### src/rtl/hex_scan_ctrl_pkg.sv
// hex_scan_ctrl_pkg: shared 7-segment encodings, hex digit type and decode helper.
package hex_scan_ctrl_pkg;

    typedef logic [3:0] hex_digit_t;

    localparam logic [6:0] SEG_BLANK = 7'h7F;

    // Active-low glyphs, bit order g..a
    localparam logic [6:0] SEG_GLYPH [16] = '{
        7'h40, 7'h79, 7'h24, 7'h30, 7'h19, 7'h12, 7'h02, 7'h78,
        7'h00, 7'h10, 7'h08, 7'h03, 7'h46, 7'h21, 7'h06, 7'h0E
    };

    function automatic logic [6:0] decode_hex(input hex_digit_t digit);
        return SEG_GLYPH[digit];
    endfunction

endpackage

### src/rtl/hex_seg_decode.sv
// hex_seg_decode: combinational hex nibble to active-low 7-segment glyph.
module hex_seg_decode
    import hex_scan_ctrl_pkg::*;
(
    input  hex_digit_t  digit,
    output logic [6:0]  seg
);

    assign seg = decode_hex(digit);

endmodule

### src/rtl/hex_scan_ctrl.sv
// hex_scan_ctrl: scans NDIG common-anode digits through one shared decoder,
// double-buffering the display word so updates land only on frame boundaries.
module hex_scan_ctrl
    import hex_scan_ctrl_pkg::*;
#(
    parameter int NDIG = 4,
    parameter int DIV  = 50000,
    parameter int GAP  = 2
) (
    input  logic              clk,
    input  logic              rst_n,
    input  logic              load_valid,
    output logic              load_ready,
    input  logic [4*NDIG-1:0] load_data,
    input  logic [NDIG-1:0]   dp_in,
    input  logic              blank_lz,
    output logic [6:0]        seg,
    output logic              dp,
    output logic [NDIG-1:0]   an,
    output logic              frame_tick
);

    localparam int CW = $clog2(DIV);
    localparam int IW = $clog2(NDIG);

    logic [4*NDIG-1:0] shadow_word, active_word;
    logic [NDIG-1:0]   shadow_dp, active_dp;
    logic              pending;
    logic [CW-1:0]     div_cnt;
    logic [IW-1:0]     idx;
    logic              div_wrap, boundary, accept, lz;
    hex_digit_t        nib;
    logic [6:0]        glyph;

    assign load_ready = !pending;
    assign accept     = load_valid && !pending;
    assign div_wrap   = div_cnt == CW'(DIV - 1);
    assign boundary   = div_wrap && idx == IW'(NDIG - 1);
    assign nib        = active_word[{idx, 2'b00} +: 4];
    // Blank a non-zero digit position when it and every digit above it are zero
    assign lz         = blank_lz && idx != '0 && (active_word >> {idx, 2'b00}) == '0;

    hex_seg_decode u_dec (
        .digit (nib),
        .seg   (glyph)
    );

    always_ff @(posedge clk or negedge rst_n) begin
        if (!rst_n) begin
            shadow_word <= '0;
            shadow_dp   <= '0;
            active_word <= '0;
            active_dp   <= '0;
            pending     <= 1'b0;
            div_cnt     <= '0;
            idx         <= '0;
            an          <= '1;
            seg         <= SEG_BLANK;
            dp          <= 1'b1;
            frame_tick  <= 1'b0;
        end else begin
            div_cnt    <= div_wrap ? '0 : div_cnt + 1'b1;
            if (div_wrap)
                idx <= (idx == IW'(NDIG - 1)) ? '0 : idx + 1'b1;
            frame_tick <= boundary;
            // accept implies !pending, so a same-cycle boundary never commits the new word
            if (accept) begin
                shadow_word <= load_data;
                shadow_dp   <= dp_in;
                pending     <= 1'b1;
            end else if (boundary && pending) begin
                active_word <= shadow_word;
                active_dp   <= shadow_dp;
                pending     <= 1'b0;
            end
            if (div_cnt < CW'(GAP)) begin
                an  <= '1;
                seg <= SEG_BLANK;
                dp  <= 1'b1;
            end else begin
                an  <= ~(NDIG'(1) << idx);
                seg <= lz ? SEG_BLANK : glyph;
                dp  <= ~active_dp[idx];
            end
        end
    end

endmodule

### config.mk
export PLATFORM = sky130hd
export DESIGN_NAME = hex_scan_ctrl
export DESIGN_NICKNAME = d
export VERILOG_FILES = /design/src/rtl/hex_scan_ctrl_pkg.sv /design/src/rtl/hex_seg_decode.sv /design/src/rtl/hex_scan_ctrl.sv
export SDC_FILE = /design/constraint.sdc
export NUM_CORES = 1
export LEC_CHECK = 0
export CAP_MARGIN = 20
export CORE_UTILIZATION = 30
export CTS_CLUSTER_SIZE = 12
export DETAILED_ROUTE_END_ITERATION = 10
export SETUP_SLACK_MARGIN = 0.4
export SYNTH_ARGS = -nofsm -noshare
export SYNTH_HDL_FRONTEND = slang
export SYNTH_SLANG_ARGS = --single-unit
### constraint.sdc
create_clock -name clk -period 3.69 [get_ports clk]
set_clock_uncertainty 0.15 [all_clocks]
set_input_delay 0.738 -clock clk [delete_from_list [all_inputs] [get_ports clk]]
set_output_delay 0.738 -clock clk [all_outputs]
set_load 0.005 [all_outputs]
# --- After elaboration in Yosys (flattened, before gate mapping) ---
# Memory sizes are Yosys's and may differ from the RTL's.
# Cells that the tools add are included.
totals:
  in_bits: 24
  mem_bits_rw: 0
  latchBits: 0
  memories: 1
  output_inout_bits: 14
  rom_bits: 112
  reg_bits: 72
memory_table:
  columns: ["memory", "depth", "width", "rd", "rd_clocked_by_memory_dff", "wr", "line", "rtl"]
  rows:
  - ["(no name shown)", 16, 7, 1, 0, 0, "hex_scan_ctrl_pkg.sv:15", "return SEG_GLYPH[digit];"]
classes:
  n_eq_ne: 2
  n_div: 0
  n_bitwise: 4
  muxes: 12
  addsub: 2
  n_lt_le_gt_ge: 3
  n_reduce_logical: 10
  n_shift: 3
  multipliers: 0
op_table:
  columns: ["operator", "n"]
  rows:
  - ["7-bit 2-to-1 mux", 4]
  - ["16-bit by 1-bit adder with 16-bit output (second input constant)", 1]
  - ["16-bit == test (second input constant)", 1]
  - ["16-bit logical NOT", 1]
  - ["16-bit by 2-bit less-than comparator with 1-bit output (second input constant)", 1]
  - ["16-bit 2-to-1 mux", 1]
  - ["16-bit by 5-bit indexed part select with 4-bit output", 1]
  - ["16-bit by 4-bit >> shifter with 16-bit output", 1]
  - ["5-bit >= comparator (second input constant)", 1]
  - ["1-bit logical AND", 5]
  - ["4-bit inverter with 5-bit output", 1]
  - ["1-bit 2-to-1 mux", 4]
  - ["4-bit 2-to-1 mux", 1]
  - ["4-bit inverter", 1]
  - ["2-bit nonzero test", 2]
  - ["1-bit by 2-bit left shift with 4-bit output (first input constant)", 1]
  - ["2-bit by 3-bit less-than comparator with 1-bit output (second input constant)", 1]
  - ["2-bit by 1-bit adder with 2-bit output (second input constant)", 1]
  - ["1-bit binary-select mux with 2-bit select", 1]
  - ["2-bit == test (second input constant)", 1]
  - ["2-bit 2-to-1 mux", 1]
  - ["1-bit inverter", 2]
  - ["2-bit AND reduction", 1]
  - ["1-bit logical NOT", 1]

# --- Logic depth before layout (Yosys ltp) ---
# Gate-level depths: netlist of the first run.
logic_depth:
  ltp_word: 7
  depth_mapped: 10
  mapped_depth_nobuf: 8

# --- Modules after synthesis ---
# A second synthesis of the first run with hierarchy kept.
hier_totals:
  hier_cells: 252
  area_unflattened_um2: 3390.8
by_module_without_submodules:
  columns: ["mod", "area_each_um2", "cells_each", "instances", "seq_area_each_um2"]
  rows:
  - ["hex_scan_ctrl", 3128.0, 221, 1, 1816.7]
  - ["hex_seg_decode", 262.8, 31, 1, 0.0]

# --- Worst setup path before layout of the first run ---
# Ideal clock, no wire load.
synth_timing:
  path_type: "register to register"
  from: "register idx[1]"
  to: "register seg[4]"
  t_arrival_ns: 2.340
  t_required_ns: 3.429
  setup_time_ns: 0.111
  slack_ns: 1.089
  period_less_slack_ns: 2.601
  path_stages_with_launch: 11
  path_cell_list: "dfrtp_1 -> clkbuf_1 -> buf_1 -> mux4_2 -> inv_1 -> ha_1 -> nor4b_1 -> nand2_1 -> a211oi_1 -> a31oi_1 -> o311ai_0"
synth_between:
  elab_chain_cells: 7
  word_cells_on_any_way: 12
  cone_classes: "2 x shift; 4 x mux; 1 x bitwise; 4 x reduce/logical; 1 x memory"
synth_rtl:
  columns: ["item", "line", "rtl"]
  rows:
  - ["from (decl)", "hex_scan_ctrl.sv:30", "logic [IW-1:0] idx;"]
  - ["from (signal assigned)", "hex_scan_ctrl.sv:64", "idx <= (idx == IW'(NDIG - 1)) ? '0 : idx + 1'b1;"]
  - ["16-bit by 5-bit indexed part select with 4-bit output", "hex_scan_ctrl.sv:39", "assign nib = active_word[{idx, 2'b00} +: 4];"]
  - ["4-bit inverter with 5-bit output (implied by the code)", "hex_scan_ctrl_pkg.sv:15", null]
  - ["memory 16 x 7 bit", null, null]
  - ["7-bit 2-to-1 mux (implied by the code) (2 in a row)", "hex_scan_ctrl_pkg.sv:15", null]
  - ["7-bit 2-to-1 mux *", "hex_scan_ctrl.sv:82", "seg <= lz ? SEG_BLANK : glyph;"]
  - ["7-bit 2-to-1 mux *", "hex_scan_ctrl.sv:76", "if (div_cnt < CW'(GAP)) begin"]
  - ["to (signal assigned)", "hex_scan_ctrl.sv:82", null]
  - ["to (decl)", "hex_scan_ctrl.sv:17", "output logic [6:0] seg,"]
# Every way passes the cells marked *; elsewhere a longest branch is shown, timed or not. The select of a mux whose other input is x is not followed.
# A chain may end at the register's enable or synchronous reset.

# --- Final worst setup path of the first run ---
layout_timing:
  from: "register idx[0]"
  to: "register seg[4]"
# The elaborated chain is that of the path after synthesis.

==> flow_summary.toml, run 1 <==
[outcome]
status = "finished clean"

[sta]
post-route-min-period_ns = 2.97
tns_ns = 0
slew_violations = 0
rsz0062_at_grt = "false"
fmax_mhz = 337
fin_crit_sh_pct = 80.4
tightest_slew_ns = 0.743
slew_headroom_pct = 49.1
setup_viol = 0
finalHoldViolations = 0

[final_layout]
final_nets = 344
layout-drive-gt1-share_pct = 27.4
antenna_cells = 0
area_growth_pct = 25.7
final_core_utilization_pct = 39.2
nFillCells = 1072

[worst_setup_path]
slowest_delay_ns = 0.65
end_kind = "flip-flop"
reg2reg_setup_slack_ns = 0.72
arrival_ns = 3.03
cp_max_fo = 11
crit_required_ns = 3.75
timing_worst_setup_path_type = "reg -> reg"
crit_buf_inv = 1
crit_family = "multiplexers"
cp_slowest_cell = "mux4_2"
worstPathCellList = "mux4_2 -> inv_1 -> ha_1 -> nor4b_1 -> nand2_1 -> a211oi_1 -> a31oi_1 -> o311ai_0"
startpoint_type = "flip-flop"

[logic_synthesis]
synth_cells = 266
synthTopCellsByArea = "dfrtp_1 (44%), dfstp_2 (9.2%), mux2_4 (8.3%), mux2_2 (8.2%), ha_1 (4.0%)"
synth_nets = 301
synth_area_um2 = 3420
synth_top_area_share_pct = 43.9
synth-seq-cells = 72
synth_top_cell_by_area = "dfrtp_1"
yosysWarnings = 0
synth-seq-area-share_pct = 53.1
ys.flop_type = "dfrtp_1"
syn_avg_cell_area_um2 = 12.9
ys_types = 47
synth_edf_count = 0
synth-async-reset-ratio_pct = 100

[floorplanning]
rows = 38
die_area_um2 = 11800
die_y_um = 109
core_um2 = 11000
start_util_pct = 31.2
die_x_um = 109
ioPinCount = 38

[place]
gp_congestion = 0.837
dp_hpwl_um = 4530
io_buffers = 37

[global_route]
grt_overflow = 0
antenna_found_initial = 0
grt_pass1_vias = 2230
grt_max_degree = 51
grt_usage_pct = 12.3
grt_pass1_wl_um = 11200

[clock_network]
cts_hold_buf = 0
clock_sinks = 72
clk_path_buf_depth = 2
numCtsBuffers = 9
cts_resized = 0
root_buffer = "clkbuf_16"
cts_max_level = 3
clk_latency_ns = 0.33
clkTransAtPathRegs_ns = 0.06
post_cts_buffers = 0
tritoncts = "built"

[route]
drtPass1Iterations = 4
drt-initial-drc-count = 68
routed_wl_um = 6450
drcViolationCount = 0
routed_via_density = 4.77
routedWlPerCell_um = 14.2
vias = 2164
antenna_left = 0

[power]
finalPower_w = 0.00189
vdd.ir_drop.worst_mv = 0.254
p_leak_nw = 1.87
power.density_nw_per_um2 = 440

[flow_run]
drv_cap = 0

[min_path]
hold_class = "in -> async"
==> worst paths after layout <==
path                                 startpoint                           to  cells past startpoint
min in group clk           div_cnt[0]$_DFF_PN0_         div_cnt[0]$_DFF_PN0_                      1
hold / removal                            rst_n         div_cnt[5]$_DFF_PN0_                      1
hold reg to reg            div_cnt[0]$_DFF_PN0_         div_cnt[0]$_DFF_PN0_                      1
setup reg to reg             idx[0]$_DFFE_PN0N_             seg[4]$_DFF_PN1_                      8
max in group asynchronous                 rst_n  shadow_word[10]$_DFFE_PN0P_                      3
setup / recovery             idx[0]$_DFFE_PN0N_             seg[4]$_DFF_PN1_                      8
==> routing by layer <==
metal | GRT usage [%] | share of wire, %
met1 | 16.5 | 48
met2 | 19.0 | 47
met3 | 3.41 | 3.6
met4 | 4.63 | 1.4
met5 | 0 | 0
==> synthesized netlist by cell type (all sizes together) (3+ instances only) <==
cell,count
xnor2,5
nand3,16
ha,11
xor2,9
mux2,44
nand2b,4
nor4,8
nand2,15
nor3,5
inv,8
mux4,4
nor2b,3
nor2,13
dfrtp,60
a211oi,3
o21ai,6
clkbuf,4
dfstp,12
buf,5
==> placed cells by master (no fill, tap or decap), drive strengths merged, types with 3 or more instances in the layout <==
cell type,n
a211oi,3
nor2b,3
buf,5
o21ai,6
clkinv,4
mux4,4
ha,11
clkdlybuf4s50,36
nor4,8
dfrtp,60
clkbuf,9
nand2,15
nor3,5
dfstp,12
xnor2,5
nand3,16
nor2,13
bufinv,3
mux2,44
nand2b,4
xor2,9
inv,8
==> report_power, final <==
group | switching, W | internal, W
registers | 0.0000161 | 0.000819
logic | 0.0000246 | 0.0000453
clock network | 0.000326 | 0.000661
total | 0.000366 | 0.00152
==> state kept, by name, summed over array words and instances (netlist names) <==
signal / flops
active_word: 16
div_cnt: 16
shadow_word: 16
seg: 7
active_dp: 4
an: 4
shadow_dp: 4
idx: 2
dp: 1
frame_tick: 1
pending: 1
==> kinds of logic after synthesis <==
family                     count (synthesis)  synth area share (%)
adders and majority gates                 11                  4.02
muxes                                     50                  19.8
xor gates and xnor gates                  14                  3.58
buffers and inverters                     18                  2.45
AOI/OAI and AO/OA                         25                  5.19
and+or+nand+nor                           76                  11.9
DFF                                       72                  53.1
==> cell type report <==
type                    count  area, um2  area share, %
flip-flops and latches     72       1820           42.2
clock inverters             7        120           2.79
multi-input cells         176       1520           35.4
clock buffers               9        225           5.24
well taps                 140        175           4.07
inverters                   9       33.8          0.785
repair buffers             41        408           9.48
==> stage by stage <==
stage                     cells  instance area, um2  setup WS, ns  hold slack (ns)
final                       454                4300         0.722            0.202
after global routing        454                4300         0.461            0.223
after CTS                   453                4280         0.651            0.347
after detailed placement    437                3940         0.685            0.340
after global placement      437                3940         0.711            0.324
after floorplan             266                3420          1.09            0.292
No activity file was read; power rests on OpenSTA's default activity.
==> run 2: changes to the inputs <==
==> constraint.sdc (replaced) <==
create_clock -name clk -period 2.5 [get_ports clk]
set_clock_uncertainty 0.15 [all_clocks]
set_input_delay 0.5 -clock clk [delete_from_list [all_inputs] [get_ports clk]]
set_output_delay 0.5 -clock clk [all_outputs]
set_load 0.005 [all_outputs]
==> run 2 against run 1 <==
Against the previous run:
- via count grew 6.6%
- sequential power increased by 47%
- combinational power increased by 43%
- cell count up 4.6%
- global-route usage increased by 1.1 points
- count of clock-buffer cells in the layout grew 3
- highest routed layer unchanged
- critical path depth did not move
- worst setup slack got worse by 0.50 ns
==> flow_summary.toml, run 2 (synthesis gave the netlist of run 1 again) <==
[floorplanning]
start_util_pct = 31.2
die_y_um = 109
die_x_um = 109
rows = 38
ioPinCount = 38
core_um2 = 11000
die_area_um2 = 11800

[global_route]
grt_overflow = 0
grt_max_degree = 73
grt_usage_pct = 13.4
use_met2_pct = 20.5
grt_pass1_wl_um = 11800
grt_pass1_vias = 2303
busiest_layer = "met2"
met3_usage_pct = 3.65
grt_util_met1_pct = 17.9
antenna_found_initial = 0

[route]
drcViolationCount = 0
vias = 2306
drtPass1Iterations = 4
antenna_left = 0
drt-initial-drc-count = 156
routed_wl_um = 7060
routed_via_density = 4.85
routedWlPerCell_um = 14.9

[worst_setup_path]
arrival_ns = 2.37
timing_worst_setup_path_type = "reg -> reg"
cp_max_fo = 7
startpoint_type = "flip-flop"
end_kind = "flip-flop"
crit_required_ns = 2.60

[sta]
fmax_mhz = 439
setup_viol = 0
fin_crit_sh_pct = 91.0
tns_ns = 0
tightest_slew_ns = 0.743
post-route-min-period_ns = 2.28
hold_ws_ns = 0.0363
slew_violations = 0
rsz0062_at_grt = "true"
finalHoldViolations = 0
slew_headroom_pct = 50.0

[final_layout]
layout-drive-gt1-share_pct = 35.2
nFillCells = 1041
reg.largest.list = "active_word (16), div_cnt (16), shadow_word (16)"
final_nets = 365
mostFrequentLayoutCells = "dfrtp_1 (58), clkdlybuf4s50_1 (36), mux2_2 (24), mux2_4 (20), buf_4 (17)"
antenna_cells = 0
area_growth_pct = 32.4
layout_commonest_cell = "dfrtp_1"
instances_no_fill = 475

[clock_network]
cts_max_level = 3
root_buffer = "clkbuf_16"
clk_path_buf_depth = 2
clkTransAtPathRegs_ns = 0.06
numCtsBuffers = 9
tritoncts = "built"
cts_hold_buf = 0
clock_sinks = 72
clk_latency_ns = 0.33

[min_path]
hold_class = "in -> async"

[flow_run]
drv_cap = 0

[power]
vdd.ir_drop.worst_mv = 0.302
power.density_nw_per_um2 = 552
p_leak_nw = 1.96
finalPower_w = 0.00250

[place]
dp.cells = 443
dp_hpwl_um = 4490
gp_congestion = 0.837
io_buffers = 37

[outcome]
status = "finished clean"
## run 2: cell count changes in the layout (fill, tap and decap cells not counted), sizes merged
cell	previous run	this run
nand3	16	19
clkbuf	9	12
bufinv	3	0
buf	5	23
## run 2: worst paths after layout
check,depth (start not counted),startpoint,to,slack [ns]
worst max-delay path,8,idx[0]$_DFFE_PN0N_,seg[5]$_DFF_PN1_,0.22
worst min-delay path,2,rst_n,div_cnt[8]$_DFF_PN0_,0.04
worst max register to register,8,idx[0]$_DFFE_PN0N_,seg[5]$_DFF_PN1_,0.22
worst min register to register,1,div_cnt[0]$_DFF_PN0_,div_cnt[0]$_DFF_PN0_,0.35
max in group asynchronous,2,rst_n,seg[1]$_DFF_PN1_,1.82
min in group clk,1,div_cnt[0]$_DFF_PN0_,div_cnt[0]$_DFF_PN0_,0.35
## run 2: stage by stage
stage               worst slack, ns  utilization [%]  instance area [um2]
floorplan                     0.331                -                 3480
global placement              0.155             36.8                 4040
detailed placement            0.121             36.8                 4040
CTS                           0.198             40.6                 4460
global route                 0.0877             41.3                 4530
finish                        0.224             41.3                 4530
## run 2: power breakdown
group / switching [W] / leakage, nW / internal [W]
Sequential: 0.0000216 / 0.903 / 0.00121
Clock: 0.000470 / 0.133 / 0.000700
Combinational: 0.0000350 / 0.921 / 0.0000649
## run 2: critical path, stage by stage (launching register included)
cell and delay, ns:
dfrtp_2 0.41, mux4_2 0.58, inv_4 0.10, ha_4 0.13, nor4b_4 0.18, nand2_1 0.09, a211oi_2 0.29, a31oi_4 0.11
o211ai_1 0.15
## run 2: final cells by class
cell class / instances / area [um2] / area share (%)
Sequential cell: 72 / 1820 / 40.1
Timing Repair Buffer: 59 / 562 / 12.4
Clock inverter: 4 / 30.0 / 0.662
Clock buffer: 12 / 246 / 5.44
Inverter: 9 / 38.8 / 0.856
Multi-Input combinational cell: 179 / 1660 / 36.7
Tap cell: 140 / 175 / 3.86
## run 2: per-layer routing
| metal | part of all wire, % | up-vias | routed length [um] |
|---|---|---|---|
| met1 | 48 | 1129 | 3380 |
| met5 | 0 | - | 0 |
| met2 | 45 | 67 | 3200 |
| li1 | - | 1098 | - |
| met3 | 4.8 | 12 | 337 |
| met4 | 2.0 | 0 | 143 |
## run 2: what timing repair did
action / 4_1_cts / 5_1_grt
resized for setup: 8 / 11
cloned: 3 / 0
setup buffers: 9 / 4
setup endpoints to repair: 29 / 34
pin swaps: 2 / 4
==> run 3: changes to the inputs <==
--- a/config.mk
+++ b/config.mk
@@ -9,6 +9,7 @@
 export CORE_UTILIZATION = 30
 export CTS_CLUSTER_SIZE = 12
 export DETAILED_ROUTE_END_ITERATION = 10
+export REMOVE_ABC_BUFFERS = 1
 export SETUP_SLACK_MARGIN = 0.4
 export SYNTH_ARGS = -nofsm -noshare
 export SYNTH_HDL_FRONTEND = slang
==> run 3 against run 2 <==
Against the previous run:
- first-iteration DRC count fell by 51%
- sequential share of layout area fell by 0.23 points
- critical path depth fell by 2
- count of clock-buffer cells in the layout rose by 1
- worst hold slack improved by 0.019 ns
- design area rose by 0.44%
- sequential power barely moved
- global-route usage fell by 0.35 points
- largest cell class unchanged
==> flow_summary.toml, run 3 (synthesis gave the netlist of run 1 again) <==
[worst_setup_path]
rr_endpoint = "active_word[12]$_DFFE_PN0P_"
cp_max_fo = 21
cp_slowest_cell = "or4_4"
worstReg2RegStart = "div_cnt[13]$_DFF_PN0_"
reg2reg_setup_slack_ns = 0.26
worstPathCellList = "or4_4 -> nor4_4 -> and2_4 -> nand3_4 -> buf_12 -> mux2_4"
arrival_ns = 2.30
timing_worst_setup_path_type = "reg -> reg"
slowest_delay_ns = 0.55
end_kind = "flip-flop"
crit_required_ns = 2.56
worst-r2r-cell-count = 6
crit_buf_inv = 1
startpoint_type = "flip-flop"
crit_family = "simple AND/OR/NAND/NOR gates"

[floorplanning]
die_x_um = 109
die_y_um = 109
ioPinCount = 38
die_area_um2 = 11800
rows = 38
start_util_pct = 31.2
core_um2 = 11000

[route]
routed_via_density = 4.68
drcViolationCount = 0
antenna_left = 0
vias = 2227
drt-initial-drc-count = 76
routed_wl_um = 6730
routedWlPerCell_um = 14.1
drtPass1Iterations = 6

[final_layout]
area_growth_pct = 33.0
antenna_cells = 0
reg.largest.list = "active_word (16), div_cnt (16), shadow_word (16)"
final_nets = 366
nFillCells = 1012
mostFrequentLayoutCells = "dfrtp_1 (60), clkdlybuf4s50_1 (36), mux2_2 (25), buf_4 (22), mux2_4 (19)"
multiInputGateArea_um2 = 1620
layout-drive-gt1-share_pct = 36.0
layout_commonest_cell = "dfrtp_1"
regArea_um2 = 1820

[clock_network]
clk_latency_ns = 0.33
cts_max_level = 3
clk_path_buf_depth = 2
tritoncts = "built"
clock_sinks = 72
root_buffer = "clkbuf_16"
cts_hold_buf = 0
clkTransAtPathRegs_ns = 0.05
numCtsBuffers = 9

[power]
p_leak_nw = 2.00
vdd.ir_drop.worst_mv = 0.288
power.density_nw_per_um2 = 574
finalPower_w = 0.00261

[global_route]
grt_usage_pct = 13.1
grt_pass1_wl_um = 11700
grt_max_degree = 29
grt_overflow = 0
antenna_found_initial = 0
grt_pass1_vias = 2345

[outcome]
status = "finished clean"

[min_path]
hold_class = "in -> async"

[place]
io_buffers = 37
gp_congestion = 0.840
dp_hpwl_um = 4740

[sta]
slew_violations = 0
tightest_slew_ns = 0.663
rsz0062_at_grt = "true"
slew_headroom_pct = 55.4
tns_ns = 0
post-route-min-period_ns = 2.24
finalHoldViolations = 0
setup_viol = 0
fmax_mhz = 447
fin_crit_sh_pct = 89.5

[flow_run]
drv_cap = 0
-- run 3: worst max-delay path by stage --
stage          slack, ns  cells past startpoint                   from                           to
4_1_cts             0.22                      6  div_cnt[13]$_DFF_PN0_   active_word[4]$_DFFE_PN0P_
5_1_grt             0.19                     11     idx[0]$_DFFE_PN0N_             seg[3]$_DFF_PN1_
2_1_floorplan       0.05                      8     idx[0]$_DFFE_PN0N_             seg[4]$_DFF_PN1_
3_3_place_gp        0.11                      8     idx[0]$_DFFE_PN0N_             seg[4]$_DFF_PN1_
3_5_place_dp       -0.01                      8     idx[0]$_DFFE_PN0N_             seg[4]$_DFF_PN1_
6_report            0.26                      6  div_cnt[13]$_DFF_PN0_  active_word[12]$_DFFE_PN0P_
-- run 3: metal layers --
layer  part of all wire (%)  global-route usage [%]  up-vias
li1                       -                       -     1086
met1                     47                    17.1     1096
met2                     48                    20.1       41
met3                    4.3                    4.36        4
met4                   0.88                    4.92        0
met5                      0                       0        -
-- run 3: cell type report --
class                   instances  area share (%)
repair buffers                 63            13.3
multi-input cells             176            35.6
inverters                       9           0.742
flip-flops and latches         72            39.9
clock inverters                 3           0.879
well taps                     140            3.85
clock buffers                  13            5.72
-- run 3: stage by stage --
step                      hold WS [ns]  cells  setup WS [ns]  util [%]  cell area, um2
after global routing            0.0992    476          0.185      41.5            4550
after CTS                       0.0720    472          0.218      41.0            4510
final                           0.0555    476          0.263      41.5            4550
after global placement           0.322    446          0.110      36.8            4040
after detailed placement         0.327    446        -0.0128      36.8            4040
after floorplan                 0.0544    257         0.0517         -            3370
-- run 3: report_power, final --
| part | leakage [nW] | internal (W) | switching [W] |
|---|---|---|---|
| Sequential | 0.905 | 0.00121 | 0.0000226 |
| Clock | 0.150 | 0.000823 | 0.000452 |
| Combinational | 0.950 | 0.0000678 | 0.0000369 |
-- run 3: timing repair --
action                                 CTS  global route
pin swaps                                6             4
buffers inserted                        10             4
setup endpoints to repair               30            35
gates resized for setup                 21             5
endpoints found under the hold margin    0             0
